--- config.mk ---
export PLATFORM = sky130hd
export DESIGN_NAME = gf22_pad_bank_seq
export DESIGN_NICKNAME = d
export VERILOG_FILES = /design/src/rtl/gf22_pad_bank_seq.sv
export SDC_FILE = /design/constraint.sdc
export NUM_CORES = 1
export LEC_CHECK = 0
export ABC_AREA = 0
export CAP_MARGIN = 40
export CORE_MARGIN = 2
export CORE_UTILIZATION = 43
export CTS_CLUSTER_SIZE = 25
export DETAILED_ROUTE_END_ITERATION = 7
export PLACE_DENSITY_LB_ADDON = 0.15
export SETUP_SLACK_MARGIN = 0.05
export SLEW_MARGIN = 20
export SYNTH_ARGS = -nofsm -noshare
export SYNTH_HDL_FRONTEND = slang
export SYNTH_SLANG_ARGS = --single-unit
--- constraint.sdc ---
create_clock -name clk_i -period 5.2 [get_ports clk_i]
set_clock_uncertainty 0.05 [all_clocks]
set_input_delay 1.04 -clock clk_i [delete_from_list [all_inputs] [get_ports clk_i]]
set_output_delay 1.04 -clock clk_i [all_outputs]
set_load 0.01 [all_outputs]
--- src/rtl/gf22_pad_bank_seq.sv ---
// gf22_pad_bank_seq: power sequencing, retention and staggered OE grants for one GF22 pad bank
//   clk_i, rst_ni      clock, asynchronous active-low reset
//   en_i, ret_i        bank power request, retention request
//   drv_i, slw_i       drive strength and slew applied to every pad while ACTIVE
//   oe_req_i           requested output enables
//   pad_oe_o           granted output enables
//   pad_attributes_o   per-pad {SLW, DRV[1:0], RETC, BIAS, IOPWROK, PWROK}, zero-extended to PADATTR
//   ready_o, busy_o    bank ACTIVE, OE grant pending
module gf22_pad_bank_seq #(
  parameter int unsigned NPADS          = 8,
  parameter int unsigned PADATTR        = 16,
  parameter int unsigned SIDE           = 0,
  parameter int unsigned SETTLE_CYCLES  = 16,
  parameter int unsigned STAGGER_CYCLES = 2
) (
  input  logic                     clk_i,
  input  logic                     rst_ni,
  input  logic                     en_i,
  input  logic                     ret_i,
  input  logic [1:0]               drv_i,
  input  logic                     slw_i,
  input  logic [NPADS-1:0]         oe_req_i,
  output logic [NPADS-1:0]         pad_oe_o,
  output logic [NPADS*PADATTR-1:0] pad_attributes_o,
  output logic                     ready_o,
  output logic                     busy_o
);
  typedef enum logic [2:0] {S_OFF, S_BIAS, S_PWR, S_IO, S_ACT, S_RET, S_DOWN} state_e;
  localparam logic [7:0] SETTLE = 8'(SETTLE_CYCLES - 1);
  localparam logic [7:0] STAG   = 8'(STAGGER_CYCLES - 1);
  state_e state_q, state_d;
  logic [7:0] settle_q, settle_d, stag_q, stag_d;
  logic [NPADS-1:0] pad_oe_q, pad_oe_d, avail, grant;
  logic [6:0] attr_q, attr_d;
  logic ready_q, ready_d, busy_q, busy_d, stag_ok;
  logic unused_side;
  assign unused_side = (SIDE != 0);
  always_ff @(posedge clk_i or negedge rst_ni) begin
    if (!rst_ni) begin
      state_q  <= S_OFF;
      settle_q <= '0;
      stag_q   <= '0;
      pad_oe_q <= '0;
      attr_q   <= 7'b0001000;
      ready_q  <= 1'b0;
      busy_q   <= 1'b0;
    end else begin
      state_q  <= state_d;
      settle_q <= settle_d;
      stag_q   <= stag_d;
      pad_oe_q <= pad_oe_d;
      attr_q   <= attr_d;
      ready_q  <= ready_d;
      busy_q   <= busy_d;
    end
  end
  always_comb begin
    state_d  = state_q;
    settle_d = (settle_q != '0) ? settle_q - 8'd1 : '0;
    case (state_q)
      S_OFF:  if (en_i) begin state_d = S_BIAS; settle_d = SETTLE; end
      S_BIAS: if (!en_i) begin state_d = S_DOWN; settle_d = SETTLE; end
              else if (settle_q == '0) begin state_d = S_PWR; settle_d = SETTLE; end
      S_PWR:  if (!en_i) begin state_d = S_DOWN; settle_d = SETTLE; end
              else if (settle_q == '0) begin state_d = S_IO; settle_d = SETTLE; end
      S_IO:   if (!en_i) begin state_d = S_DOWN; settle_d = SETTLE; end
              else if (settle_q == '0) state_d = S_ACT;
      S_ACT:  if (ret_i) state_d = S_RET;
              else if (!en_i) begin state_d = S_DOWN; settle_d = SETTLE; end
      S_RET:  if (!ret_i) state_d = S_ACT;
      S_DOWN: if (settle_q == '0) state_d = S_OFF;
      default: state_d = S_OFF;
    endcase
  end
  // lowest pending pad as a one-hot via x & -x
  assign avail   = oe_req_i & ~pad_oe_q;
  assign grant   = avail & (~avail + NPADS'(1));
  assign stag_ok = (state_q == S_ACT) && (state_d != S_DOWN);
  always_comb begin
    pad_oe_d = !(state_d inside {S_ACT, S_RET}) ? '0 :
               stag_ok ? ((pad_oe_q & oe_req_i) | ((stag_q == '0) ? grant : '0)) : pad_oe_q;
    stag_d = (stag_ok && stag_q == '0 && |avail) ? STAG :
             (stag_q != '0) ? stag_q - 8'd1 : '0;
    // PWROK/BIAS keep whatever level they reached while DOWN settles
    attr_d[0]   = (state_d inside {S_PWR, S_IO, S_ACT, S_RET}) || (state_d == S_DOWN && attr_q[0]);
    attr_d[1]   = state_d inside {S_IO, S_ACT, S_RET};
    attr_d[2]   = (state_d != S_OFF) && (state_d != S_DOWN || attr_q[2]);
    attr_d[3]   = state_d != S_RET;
    attr_d[6:4] = (state_q == S_ACT) ? {slw_i, drv_i} : attr_q[6:4];
    ready_d     = state_d == S_ACT;
    busy_d      = ready_d && |(oe_req_i & ~pad_oe_d);
  end
  assign pad_oe_o         = pad_oe_q;
  assign pad_attributes_o = {NPADS{PADATTR'(attr_q)}};
  assign ready_o          = ready_q;
  assign busy_o           = busy_q;
endmodule

# Word level (Yosys, flattened, before mapping)
# Cells that the tools add are included.
dict set report classes {
  n_addsub 3
  eq_ne 13
  muxes 24
  bitwise_logic 8
  n_reduce_logical 20
}
# cell count
set ops {}
lappend ops {{8-bit two-way mux} 11}
lappend ops {{3-bit two-way mux} 11}
lappend ops {{8-bit bitwise AND} 4}
lappend ops {{8-bit case mux with 4 select lines} 1}
lappend ops {{8-bit inverter} 3}
lappend ops {{3-bit case mux with 7 select lines} 1}
lappend ops {{3-bit == test, second input constant} 6}
lappend ops {{8-bit logical NOT} 2}
lappend ops {{8-bit nonzero test} 2}
lappend ops {{8-bit OR reduction} 2}
lappend ops {{8-bit by 1-bit subtractor with 8-bit output, second input constant} 2}
lappend ops {{3-bit by 2-bit == test with 1-bit output, second input constant} 4}
lappend ops {{8-bit by 1-bit adder with 8-bit output, second input constant} 1}
lappend ops {{8-bit OR} 1}
lappend ops {{1-bit logical AND} 6}
lappend ops {{3-bit inequality test, second input constant} 2}
lappend ops {{3-bit nonzero test} 2}
lappend ops {{4-bit nonzero test} 1}
lappend ops {{3-bit by 1-bit == test with 1-bit output, second input constant} 1}
lappend ops {{3-bit logical NOT} 1}
lappend ops {{1-bit logical OR} 2}
lappend ops {{2-bit nonzero test} 1}
lappend ops {{2-bit OR reduction} 1}
dict set report totals {
  regBits 36
  input_bits 15
  output_inout_bits 138
  word_cells 76
}

# Logic depth before layout (Yosys ltp)
# Gate-level depths: netlist of run 1.
dict set report logic_depth {
  word_depth 13
  depth_mapped 8
}

# Least setup slack after synthesis of run 1
# OpenSTA, ideal clock, no wires.
dict set report synth_path {
  path_type {input to register}
  from {input port oe_req_i[2]}
  to {register busy_q (netlist: busy_o)}
  setup_ps 124
  t_arrival_ps 2299
  setup_slack_ps 2727
  cell_stages 6
  path_buffers 0
  cell_sequence {nor2b_1 -> or3_1 -> nor2_1 -> maj3_1 -> a21oi_1 -> o31a_1}
}
dict set report synth_via {
  elab_chain_cells 12
  word_cells_on_any_way 13
  cone_classes {add/sub: 1; mux: 3; bitwise: 7; reduce/logical: 2}
}
# element line
set synth_rtl {}
lappend synth_rtl {{from (decl)} 22} ;# input logic [NPADS-1:0] oe_req_i,
lappend synth_rtl {{8-bit bitwise AND} 76} ;# assign avail = oe_req_i & ~pad_oe_q;
lappend synth_rtl {{8-bit inverter} 77} ;# assign grant = avail & (~avail + NPADS'(1));
lappend synth_rtl {{8-bit by 1-bit adder with 8-bit output} 77}
lappend synth_rtl {{8-bit bitwise AND} 77}
lappend synth_rtl {{8-bit two-way mux} 81} ;# stag_ok ? ((pad_oe_q & oe_req_i) | ((stag_q == '0) ? grant : '0)) : pad_oe_q;
lappend synth_rtl {{8-bit OR} 81}
lappend synth_rtl {{8-bit two-way mux} 81}
lappend synth_rtl {{8-bit two-way mux} 80} ;# pad_oe_d = !(state_d inside {S_ACT, S_RET}) ? '0 :
lappend synth_rtl {{8-bit inverter} 91} ;# busy_d = ready_d && |(oe_req_i & ~pad_oe_d);
lappend synth_rtl {{8-bit bitwise AND (*)} 91}
lappend synth_rtl {{8-bit OR reduction (*)} 91}
lappend synth_rtl {{1-bit logical AND (*)} 91}
lappend synth_rtl {{net busy_d} 35} ;# logic ready_q, ready_d, busy_q, busy_d, stag_ok;
lappend synth_rtl {{to (signal assigned)} 54} ;# busy_q <= busy_d;
lappend synth_rtl {{to (decl)} 35}
# The timed path passes the listed nets; every way through them passes the cells marked *.
# A chain may end at the register's enable or synchronous reset.

# Final worst setup path of run 1
dict set report layout_path {
  from {input port en_i}
  to {register busy_q (netlist: busy_o)}
}
dict set report layout_via {
  elab_chain_cells 11
  word_cells_on_any_way 18
  cone_classes {eq/ne: 3; mux: 9; bitwise: 2; reduce/logical: 4}
}
# element line
set layout_rtl {}
lappend layout_rtl {{from (decl)} 18} ;# input logic en_i,
lappend layout_rtl {{3-bit two-way mux} 69} ;# else if (!en_i) begin state_d = S_DOWN; settle_d = SETTLE; end
lappend layout_rtl {{3-bit two-way mux} 68} ;# S_ACT: if (ret_i) state_d = S_RET;
lappend layout_rtl {{3-bit case mux with 7 select lines (*)} 60} ;# case (state_q)
lappend layout_rtl {{3-bit inequality test} 78} ;# assign stag_ok = (state_q == S_ACT) && (state_d != S_DOWN);
lappend layout_rtl {{1-bit logical AND} 78}
lappend layout_rtl {{8-bit two-way mux} 81}
lappend layout_rtl {{8-bit two-way mux} 80}
lappend layout_rtl {{8-bit inverter} 91}
lappend layout_rtl {{8-bit bitwise AND} 91}
lappend layout_rtl {{8-bit OR reduction} 91}
lappend layout_rtl {{1-bit logical AND (*)} 91}
lappend layout_rtl {{net busy_d} 35}
# Marks and branches as above.

==> results of run 1 <==
logic make-up (layout without fill, tap and decap cells):
| family | Yosys count | in the layout | synth area share [%] |
|---|---|---|---|
| buf+inv | 136 | 98 | 34.00 |
| simple gates | 80 | 80 | 16.22 |
| compound gates | 53 | 53 | 13.11 |
| flops | 36 | 36 | 31.51 |
| xor+xnor | 6 | 6 | 1.836 |
| fa+ha+maj | 5 | 5 | 2.011 |
| mux | 3 | 3 | 1.180 |
| other cells | 1 | 72 | 0.1310 |
routing by layer:
layer  global-route usage, %  vias to the layer above  wire [µm]
li1                        -                      957          -
met1                   18.20                      902       2235
met2                   21.24                      114       2321
met3                   3.657                        8        505
met4                   5.195                        0         81
met5                       0                        -          0
worst reg2reg max path, stage by stage, from the launching register on:
cell and delay [ns]:
dfrtp_1 0.41, inv_1 0.07, ha_1 0.18, or3b_4 0.44, nor2_4 0.15, a41o_1 0.43, a21oi_1 0.07, a211o_1 0.29
o31a_1 0.24
area by class of cell:
type | instances | area share (%)
Multi-Input combinational cell | 219 | 38.93
Tap cell | 77 | 2.991
Sequential cell | 36 | 28.01
Inverter | 9 | 1.049
Clock inverter | 3 | 1.321
Timing Repair Buffer | 81 | 25.56
Clock buffer | 5 | 2.137
registers in the layout, indices dropped and copies added, names as in the netlist:
register and cells:
pad_oe_o 8, state_q 3, stag_q 8, settle_q 8
ready_o 1, attr_q 7, busy_o 1
Yosys cell counts (2+ instances only):
cell type / instances / area, µm²
o21ai_0: 10 / 50.05
o221a_2: 6 / 67.56
dfrtp_1: 35 / 875.8
a22oi_1: 2 / 15.01
or2_2: 2 / 12.51
mux2_2: 3 / 33.78
nor2b_1: 5 / 31.28
nor3_1: 9 / 45.04
nand3_1: 5 / 25.02
xnor2_1: 4 / 35.03
buf_4: 123 / 923.4
a21oi_1: 13 / 65.06
maj3_1: 2 / 20.02
or3_1: 2 / 12.51
a31oi_1: 2 / 12.51
nor2_1: 21 / 78.83
ha_1: 3 / 37.54
a211oi_1: 2 / 15.01
clkbuf_1: 3 / 11.26
o31a_1: 2 / 17.52
o31ai_1: 3 / 22.52
a21o_1: 4 / 30.03
nor3b_2: 2 / 25.02
xor2_1: 2 / 17.52
nand2b_1: 8 / 50.05
inv_1: 9 / 33.78
nand2_1: 10 / 37.54
nor4_1: 5 / 31.28
power groups by stage:
stage	registers (W)	logic, W	clock network, W
floorplan	0.000477	0.000700	0
global placement	0.000505	0.000874	0
detailed placement	0.000508	0.000882	0
CTS	0.000502	0.000886	0.000254
global route	0.000524	0.000952	0.000269
finish	0.000501	0.000880	0.000247
worst paths after layout:
path,startpoint,to,slack [ns]
setup reg to reg,settle_q[0],busy_o,2.75
setup / recovery,en_i,busy_o,2.31
max in group asynchronous,rst_ni,attr_q[0],4.06
min in group asynchronous,rst_ni,ready_o,0.61
hold reg to reg,stag_q[0],stag_q[0],0.45
hold / removal,stag_q[0],stag_q[0],0.45
metrics by stage:
stage | std cells | util, % | instance area (µm²) | hold WS (ns) | power, W
after detailed placement | 421 | 48.26 | 3082 | 0.4423 | 0.001389
after global routing | 430 | 50.43 | 3221 | 0.4640 | 0.001745
after global placement | 421 | 48.26 | 3082 | 0.4266 | 0.001379
final | 430 | 50.43 | 3221 | 0.4522 | 0.001627
after CTS | 429 | 50.00 | 3193 | 0.4528 | 0.001641
after floorplan | 391 | - | 3129 | 0.4015 | 0.001177
==> report_table.html, run 1 <==
<table>
<tr><th>Metric</th><th>Value</th></tr>
<tr><th colspan="2">Global route</th></tr>
<tr><td>Initial antenna violation count</td><td>0</td></tr>
<tr><td>GRT Residual Overflow</td><td>0</td></tr>
<tr><td>Via count of the first global-routing pass</td><td>1,626</td></tr>
<tr><td>Overall track demand over capacity in global routing</td><td>between 10 and 15%</td></tr>
<tr><td>Largest net degree at the start of global routing</td><td>37</td></tr>
<tr><td>Global-route wire length before repair</td><td>~7900 µm</td></tr>
<tr><th colspan="2">Clocking</th></tr>
<tr><td>Count of instances resized after the clock tree is built</td><td>0</td></tr>
<tr><td>Later-pin clock latency in the skew report</td><td>0.29 ns</td></tr>
<tr><td>CTS max path bufs</td><td>2</td></tr>
<tr><td>Clock tree from TritonCTS</td><td>built</td></tr>
<tr><td>Cts bufs inserted</td><td>5</td></tr>
<tr><td>Clock sink total</td><td>36</td></tr>
<tr><td>Post-CTS setup buffers</td><td>0</td></tr>
<tr><td>H-tree lvl count</td><td>2</td></tr>
<tr><td>Post-CTS Hold Fix Bufs</td><td>0</td></tr>
<tr><td>Clock-pin transition on the worst setup and hold timing paths</td><td>roughly 0.070 ns</td></tr>
<tr><td>Clock tree root buffer cell</td><td>clkbuf_8</td></tr>
<tr><th colspan="2">Power</th></tr>
<tr><td>Leakage power</td><td>1.460 nW</td></tr>
<tr><td>Net Sw Frac</td><td>38.65%</td></tr>
<tr><td>Clock share of power</td><td>15.2%</td></tr>
<tr><td>Total power per unit cell area</td><td>approximately 510 mW/mm²</td></tr>
<tr><td>Proportion of power drawn by combinational gates</td><td>between 50% and 60%</td></tr>
<tr><td>Worst voltage drop across the vdd grid</td><td>0.0003042 V</td></tr>
<tr><td>Cell-internal power</td><td>0.0009985 W</td></tr>
<tr><td>Part of the total power dissipated in sequential elements</td><td>30.8%</td></tr>
<tr><td>Net switching power</td><td>between 0.0006 and 0.0007 W</td></tr>
<tr><th colspan="2">Die</th></tr>
<tr><td>Width of the die</td><td>85.60 µm</td></tr>
<tr><td># IOs</td><td>153</td></tr>
<tr><td>Number of rows in the core area</td><td>29</td></tr>
<tr><td>Floorplan die height</td><td>85.60 µm</td></tr>
<tr><td>Floorplan core area</td><td>0.006386 mm²</td></tr>
<tr><td>Die ar.</td><td>0.007327 mm²</td></tr>
<tr><td>Starting Density</td><td>between 40% and 50%</td></tr>
<tr><th colspan="2">Route</th></tr>
<tr><td>First-pass iteration count of the detailed router</td><td>4</td></tr>
<tr><td>ANT nets after route</td><td>0</td></tr>
<tr><td>Final wirelength</td><td>5143 µm</td></tr>
<tr><td>Via/cell ratio</td><td>4.607</td></tr>
<tr><td>Iteration-0 DRC count of the detailed router</td><td>77</td></tr>
<tr><td>DRC errors left</td><td>0</td></tr>
<tr><td>Routed wire per std cell</td><td>11.96 µm</td></tr>
<tr><td>Total via count after detailed routing</td><td>1,981</td></tr>
<tr><th colspan="2">Status</th></tr>
<tr><td>Run status</td><td>finished clean</td></tr>
<tr><th colspan="2">Timing</th></tr>
<tr><td>Setup tns final</td><td>0 ns</td></tr>
<tr><td>Period utilization</td><td>roughly 56%</td></tr>
<tr><td>Final worst setup slack</td><td>2.307 ns</td></tr>
<tr><td>Slew Viols, Final</td><td>0</td></tr>
<tr><td>Setup repair after global routing missed its margin</td><td>false</td></tr>
<tr><td>Final hold violation count</td><td>0</td></tr>
<tr><td>Min cycle time layout</td><td>2.893 ns</td></tr>
<tr><td>Worst slew margin</td><td>56.89%</td></tr>
<tr><td># setup viols final</td><td>0</td></tr>
<tr><td>Achievable clock frequency</td><td>345.6 MHz</td></tr>
<tr><td>Slew at the pin closest to its max-slew limit</td><td>0.6424 ns</td></tr>
<tr><th colspan="2">Setup path</th></tr>
<tr><td>Cell count along the critical path</td><td>7</td></tr>
<tr><td>Most numerous cell on the critical path</td><td>nor2_1</td></tr>
<tr><td>Maximum cell stage delay along the critical path</td><td>0.64 ns</td></tr>
<tr><td>Crit path DAT</td><td>3.02 ns</td></tr>
<tr><td>Buffers &amp; Inverters on Critical Path</td><td>1</td></tr>
<tr><td>Worst path cell trace</td><td>clkdlybuf4s50_1 -&gt; nor2_1 -&gt; nand4b_2 -&gt; nor2_1 -&gt; maj3_1 -&gt; a21oi_1 -&gt; o31a_1</td></tr>
<tr><td>Critical path fanouts, max</td><td>10</td></tr>
<tr><td>Setup CP Type</td><td>in2reg</td></tr>
<tr><td>Worst Setup End Kind</td><td>flop</td></tr>
<tr><td>Critical Path Start Type</td><td>input port</td></tr>
<tr><td>Number of cells on the worst reg-to-reg path</td><td>8</td></tr>
<tr><td>Family with the most delay on the worst path</td><td>simple AND/OR/NAND/NOR gates</td></tr>
<tr><td>Highest-delay cell along the critical path</td><td>clkdlybuf4s50_1</td></tr>
<tr><td>Required time worst endpoint</td><td>5.33 ns</td></tr>
<tr><th colspan="2">Cells and area</th></tr>
<tr><td>Combined area of the multi-input logic cells</td><td>0.001254 mm²</td></tr>
<tr><td>Net count of the finished layout</td><td>370</td></tr>
<tr><td>Area overhead of the layout relative to synthesis</td><td>12.50%</td></tr>
<tr><td>Share of cells above drive strength 1</td><td>9.348%</td></tr>
<tr><td>Sequential Area</td><td>902.1 µm²</td></tr>
<tr><td>Total inserted antenna cells</td><td>0</td></tr>
<tr><td>Highest-count cells in the layout ignoring fill and taps</td><td>79 x clkdlybuf4s50_1, 72 x conb_1, 35 x dfrtp_1, 21 x nor2_1, 13 x a21oi_1</td></tr>
<tr><td>Fillers</td><td>601</td></tr>
<tr><td>Commonest non-fill, non-tap cell in the layout</td><td>clkdlybuf4s50_1</td></tr>
<tr><th colspan="2">Synth</th></tr>
<tr><td>Post-synthesis async set-or-reset flop share</td><td>100.0%</td></tr>
<tr><td>Synth unique cells</td><td>51</td></tr>
<tr><td>EDFF count, synth</td><td>0</td></tr>
<tr><td>Most used DFF post-synth</td><td>dfrtp_1</td></tr>
<tr><td>Synthesis warning total</td><td>0</td></tr>
<tr><td>Cells after synthesis</td><td>320</td></tr>
<tr><td>Share of synthesized area occupied by flip-flops and latches</td><td>31.51%</td></tr>
<tr><td>Post-synthesis register bit count</td><td>36</td></tr>
<tr><td>Post-Synthesis Cell Area</td><td>~0.0029 mm²</td></tr>
<tr><td>Average size of a mapped cell</td><td>8.946 µm²</td></tr>
<tr><th colspan="2">Placement</th></tr>
<tr><td>Final Wtd Congestion</td><td>0.8272</td></tr>
<tr><td>Port Buf Inserts</td><td>80</td></tr>
<tr><td>Post-Place Setup Slack</td><td>approximately 2.0 ns</td></tr>
<tr><td>Placed wire-length estimate</td><td>approximately 3900 µm</td></tr>
<tr><th colspan="2">Min path</th></tr>
<tr><td>Class of the tightest hold or removal check</td><td>reg2reg</td></tr>
<tr><td>Cell depth of the worst hold path</td><td>1</td></tr>
<tr><th colspan="2">Flow run</th></tr>
<tr><td>Max_cap viols</td><td>0</td></tr>
</table>
(Power assumes the default switching activity.)
==> inputs of run 2 (changes only) <==
CORE_UTILIZATION = 40   (was 43)
clock period = 2.8 ns   (was 5.2 ns; I/O delays follow)
==> run 2 against run 1 <==
Net effect:
- critical path type unchanged
- largest power group unchanged
- worst setup slack got worse by 1.8 ns
- register-to-register slack got worse by 2.2 ns
- global-route usage fell by 0.93 points
- worst hold slack got worse by 0.0071 ns
- critical endpoint unchanged
==> report_table.html, run 2 (synthesis gave the netlist of run 1 again) <==
<table>
<tr><th>Metric</th><th>Value</th></tr>
<tr><th colspan="2">Status</th></tr>
<tr><td>Run status</td><td>finished clean</td></tr>
<tr><th colspan="2">Setup path</th></tr>
<tr><td>Critical path fanouts, max</td><td>5 (-5)</td></tr>
<tr><td>Required time worst endpoint</td><td>2.93 ns (-2.40 ns)</td></tr>
<tr><td>Slack of the worst reg-to-reg path</td><td>0.57 ns (-2.18 ns)</td></tr>
<tr><td>Worst Setup End Kind</td><td>flop</td></tr>
<tr><td>Crit path DAT</td><td>2.44 ns (-0.58 ns)</td></tr>
<tr><td>Critical Path Start Type</td><td>input port</td></tr>
<tr><td>Setup CP Type</td><td>in2reg</td></tr>
<tr><th colspan="2">Die</th></tr>
<tr><td>Die ar.</td><td>0.007850 mm² (+7.1%)</td></tr>
<tr><td>Width of the die</td><td>88.60 µm (+3.5%)</td></tr>
<tr><td># IOs</td><td>153 (unchanged)</td></tr>
<tr><td>Starting Density</td><td>41.68% (-3.2 points)</td></tr>
<tr><td>Floorplan core area</td><td>0.006869 mm² (+7.6%)</td></tr>
<tr><td>Floorplan die height</td><td>88.60 µm (+3.5%)</td></tr>
<tr><td>Number of rows in the core area</td><td>30 (+3.4%)</td></tr>
<tr><th colspan="2">Timing</th></tr>
<tr><td>Slew Viols, Final</td><td>0 (unchanged)</td></tr>
<tr><td>Setup repair after global routing missed its margin</td><td>false</td></tr>
<tr><td>WHS</td><td>0.4450 ns (-0.007148 ns)</td></tr>
<tr><td>Min cycle time layout</td><td>2.309 ns</td></tr>
<tr><td># setup viols final</td><td>0 (unchanged)</td></tr>
<tr><td>Slew at the pin closest to its max-slew limit</td><td>0.5585 ns (-0.08386 ns)</td></tr>
<tr><td>Worst slew margin</td><td>62.59% (+5.7 points)</td></tr>
<tr><td>Period utilization</td><td>between 80% and 90%</td></tr>
<tr><td>Final hold violation count</td><td>0 (unchanged)</td></tr>
<tr><td>Setup tns final</td><td>0 ns (unchanged)</td></tr>
<tr><td>Achievable clock frequency</td><td>433.0 MHz</td></tr>
<tr><th colspan="2">Clocking</th></tr>
<tr><td>Clock sink total</td><td>36 (unchanged)</td></tr>
<tr><td>Cts bufs inserted</td><td>5 (unchanged)</td></tr>
<tr><td>CTS max path bufs</td><td>2 (unchanged)</td></tr>
<tr><td>H-tree lvl count</td><td>2 (unchanged)</td></tr>
<tr><td>Later-pin clock latency in the skew report</td><td>0.29 ns (about the same)</td></tr>
<tr><td>Clock tree root buffer cell</td><td>clkbuf_8</td></tr>
<tr><td>Count of instances resized after the clock tree is built</td><td>0 (unchanged)</td></tr>
<tr><td>Post-CTS setup buffers</td><td>0 (unchanged)</td></tr>
<tr><td>Clock-pin transition on the worst setup and hold timing paths</td><td>0.08 ns (about the same)</td></tr>
<tr><td>Post-CTS Hold Fix Bufs</td><td>0 (unchanged)</td></tr>
<tr><td>Clock tree from TritonCTS</td><td>built</td></tr>
<tr><th colspan="2">Route</th></tr>
<tr><td>Final wirelength</td><td>5254 µm (+2.2%)</td></tr>
<tr><td>DRC errors left</td><td>0 (unchanged)</td></tr>
<tr><td>Iteration-0 DRC count of the detailed router</td><td>88 (+14%)</td></tr>
<tr><td>Via/cell ratio</td><td>4.448 (-3.4%)</td></tr>
<tr><td>Total via count after detailed routing</td><td>2,024 (+2.2%)</td></tr>
<tr><td>ANT nets after route</td><td>0 (unchanged)</td></tr>
<tr><td>Routed wire per std cell</td><td>11.55 µm (-3.5%)</td></tr>
<tr><td>First-pass iteration count of the detailed router</td><td>4 (unchanged)</td></tr>
<tr><th colspan="2">Cells and area</th></tr>
<tr><td>Highest-count cells in the layout ignoring fill and taps</td><td>80 x clkdlybuf4s50_1, 72 x conb_1, 35 x dfrtp_1, 21 x nor2_1, 13 x a21oi_1</td></tr>
<tr><td>Total inserted antenna cells</td><td>0 (unchanged)</td></tr>
<tr><td>Commonest non-fill, non-tap cell in the layout</td><td>clkdlybuf4s50_1</td></tr>
<tr><td>Net count of the finished layout</td><td>376 (+1.6%)</td></tr>
<tr><td>Share of cells above drive strength 1</td><td>10.31% (+0.96 points)</td></tr>
<tr><td>Fillers</td><td>689 (+15%)</td></tr>
<tr><td>Area overhead of the layout relative to synthesis</td><td>14.25%</td></tr>
<tr><th colspan="2">Flow run</th></tr>
<tr><td>Max_cap viols</td><td>0 (unchanged)</td></tr>
<tr><th colspan="2">Global route</th></tr>
<tr><td>Global-route wire length before repair</td><td>7693 µm (-2.9%)</td></tr>
<tr><td>Initial antenna violation count</td><td>0 (unchanged)</td></tr>
<tr><td>Largest net degree at the start of global routing</td><td>37 (unchanged)</td></tr>
<tr><td>GRT Residual Overflow</td><td>0 (unchanged)</td></tr>
<tr><td>Via count of the first global-routing pass</td><td>1,613 (-0.80%)</td></tr>
<tr><td>Overall track demand over capacity in global routing</td><td>12.72% (-0.93 points)</td></tr>
<tr><th colspan="2">Placement</th></tr>
<tr><td>Port Buf Inserts</td><td>80 (unchanged)</td></tr>
<tr><td>Placed wire-length estimate</td><td>4099 µm (+4.9%)</td></tr>
<tr><td>Final Wtd Congestion</td><td>0.8279 (about the same)</td></tr>
<tr><th colspan="2">Min path</th></tr>
<tr><td>Class of the tightest hold or removal check</td><td>reg2reg</td></tr>
<tr><th colspan="2">Power</th></tr>
<tr><td>Cell-internal power</td><td>0.001892 W (+90%)</td></tr>
<tr><td>Leakage power</td><td>1.482 nW (+1.5%)</td></tr>
<tr><td>Worst voltage drop across the vdd grid</td><td>0.0002467 V (-19%)</td></tr>
<tr><td>Net switching power</td><td>0.001154 W (+83%)</td></tr>
<tr><td>Clock share of power</td><td>14.7% (-0.5 points)</td></tr>
<tr><td>Overall power</td><td>0.003046 W (+87%)</td></tr>
<tr><td>Part of the total power dissipated in sequential elements</td><td>30.6% (-0.2 points)</td></tr>
<tr><td>Proportion of power drawn by combinational gates</td><td>54.7% (+0.6 points)</td></tr>
<tr><td>Total power per unit cell area</td><td>931.4 mW/mm² (+84%)</td></tr>
<tr><td>Net Sw Frac</td><td>37.87% (-0.78 points)</td></tr>
</table>
## run 2: changes by cell type in the layout (fill, tap and decap cells not counted), sizes merged
cell / before / now
clkbuf: 5 / 6
buf: 2 / 7
clkinvlp: 1 / 0
clkdlybuf4s50: 79 / 80
## run 2: metrics by stage
step | setup slack [ns] | instance area, µm² | utilization [%] | cells
after floorplan | 0.7783 | 3129 | - | 391
after global routing | 0.3891 | 3271 | 47.61 | 455
after global placement | 0.2254 | 3163 | 46.05 | 447
after CTS | 0.5045 | 3271 | 47.61 | 455
after detailed placement | 0.2087 | 3163 | 46.05 | 447
final | 0.4905 | 3271 | 47.61 | 455
## run 2: worst paths after layout
path | from | depth (start not counted) | endpoint
max in group asynchronous | rst_ni | 2 | attr_q[3]
min in group asynchronous | rst_ni | 2 | pad_oe_o[4]
setup reg to reg | settle_q[0] | 8 | busy_o
hold reg to reg | stag_q[0] | 1 | stag_q[0]
setup / recovery | oe_req_i[0] | 7 | busy_o
hold / removal | stag_q[0] | 1 | stag_q[0]
## run 2: power groups by stage
stage	clock network, W	registers (W)	logic [W]
finish	0.000448	0.000931	0.00167
floorplan	0	0.000885	0.00130
global route	0.000481	0.000976	0.00181
detailed placement	0	0.000947	0.00168
CTS	0.000462	0.000939	0.00168
global placement	0	0.000939	0.00167
## run 2: critical path, stage by stage
cell	delay, ns
clkdlybuf4s50_1	0.44
nor2b_1	0.18
or3_1	0.43
nor2_1	0.25
maj3_1	0.22
a21oi_1	0.06
o31a_1	0.29
## run 2: cell type report
type / count / area (µm²) / share of cell area, %
inverter: 9 / 33.78 / 1.033
timing repair buffer: 87 / 853.3 / 26.09
multi-input combinational: 219 / 1254 / 38.33
clock inverter: 2 / 35.03 / 1.071
tap: 96 / 120.1 / 3.673
clock buffer: 6 / 72.57 / 2.219
sequential: 36 / 902.1 / 27.58
## run 2: metal layers
metal  GRT usage [%]  part of all wire (%)
met5               0                     0
met4           4.959                   1.3
met3           3.638                    10
met2           19.82                    44
met1           16.75                    44
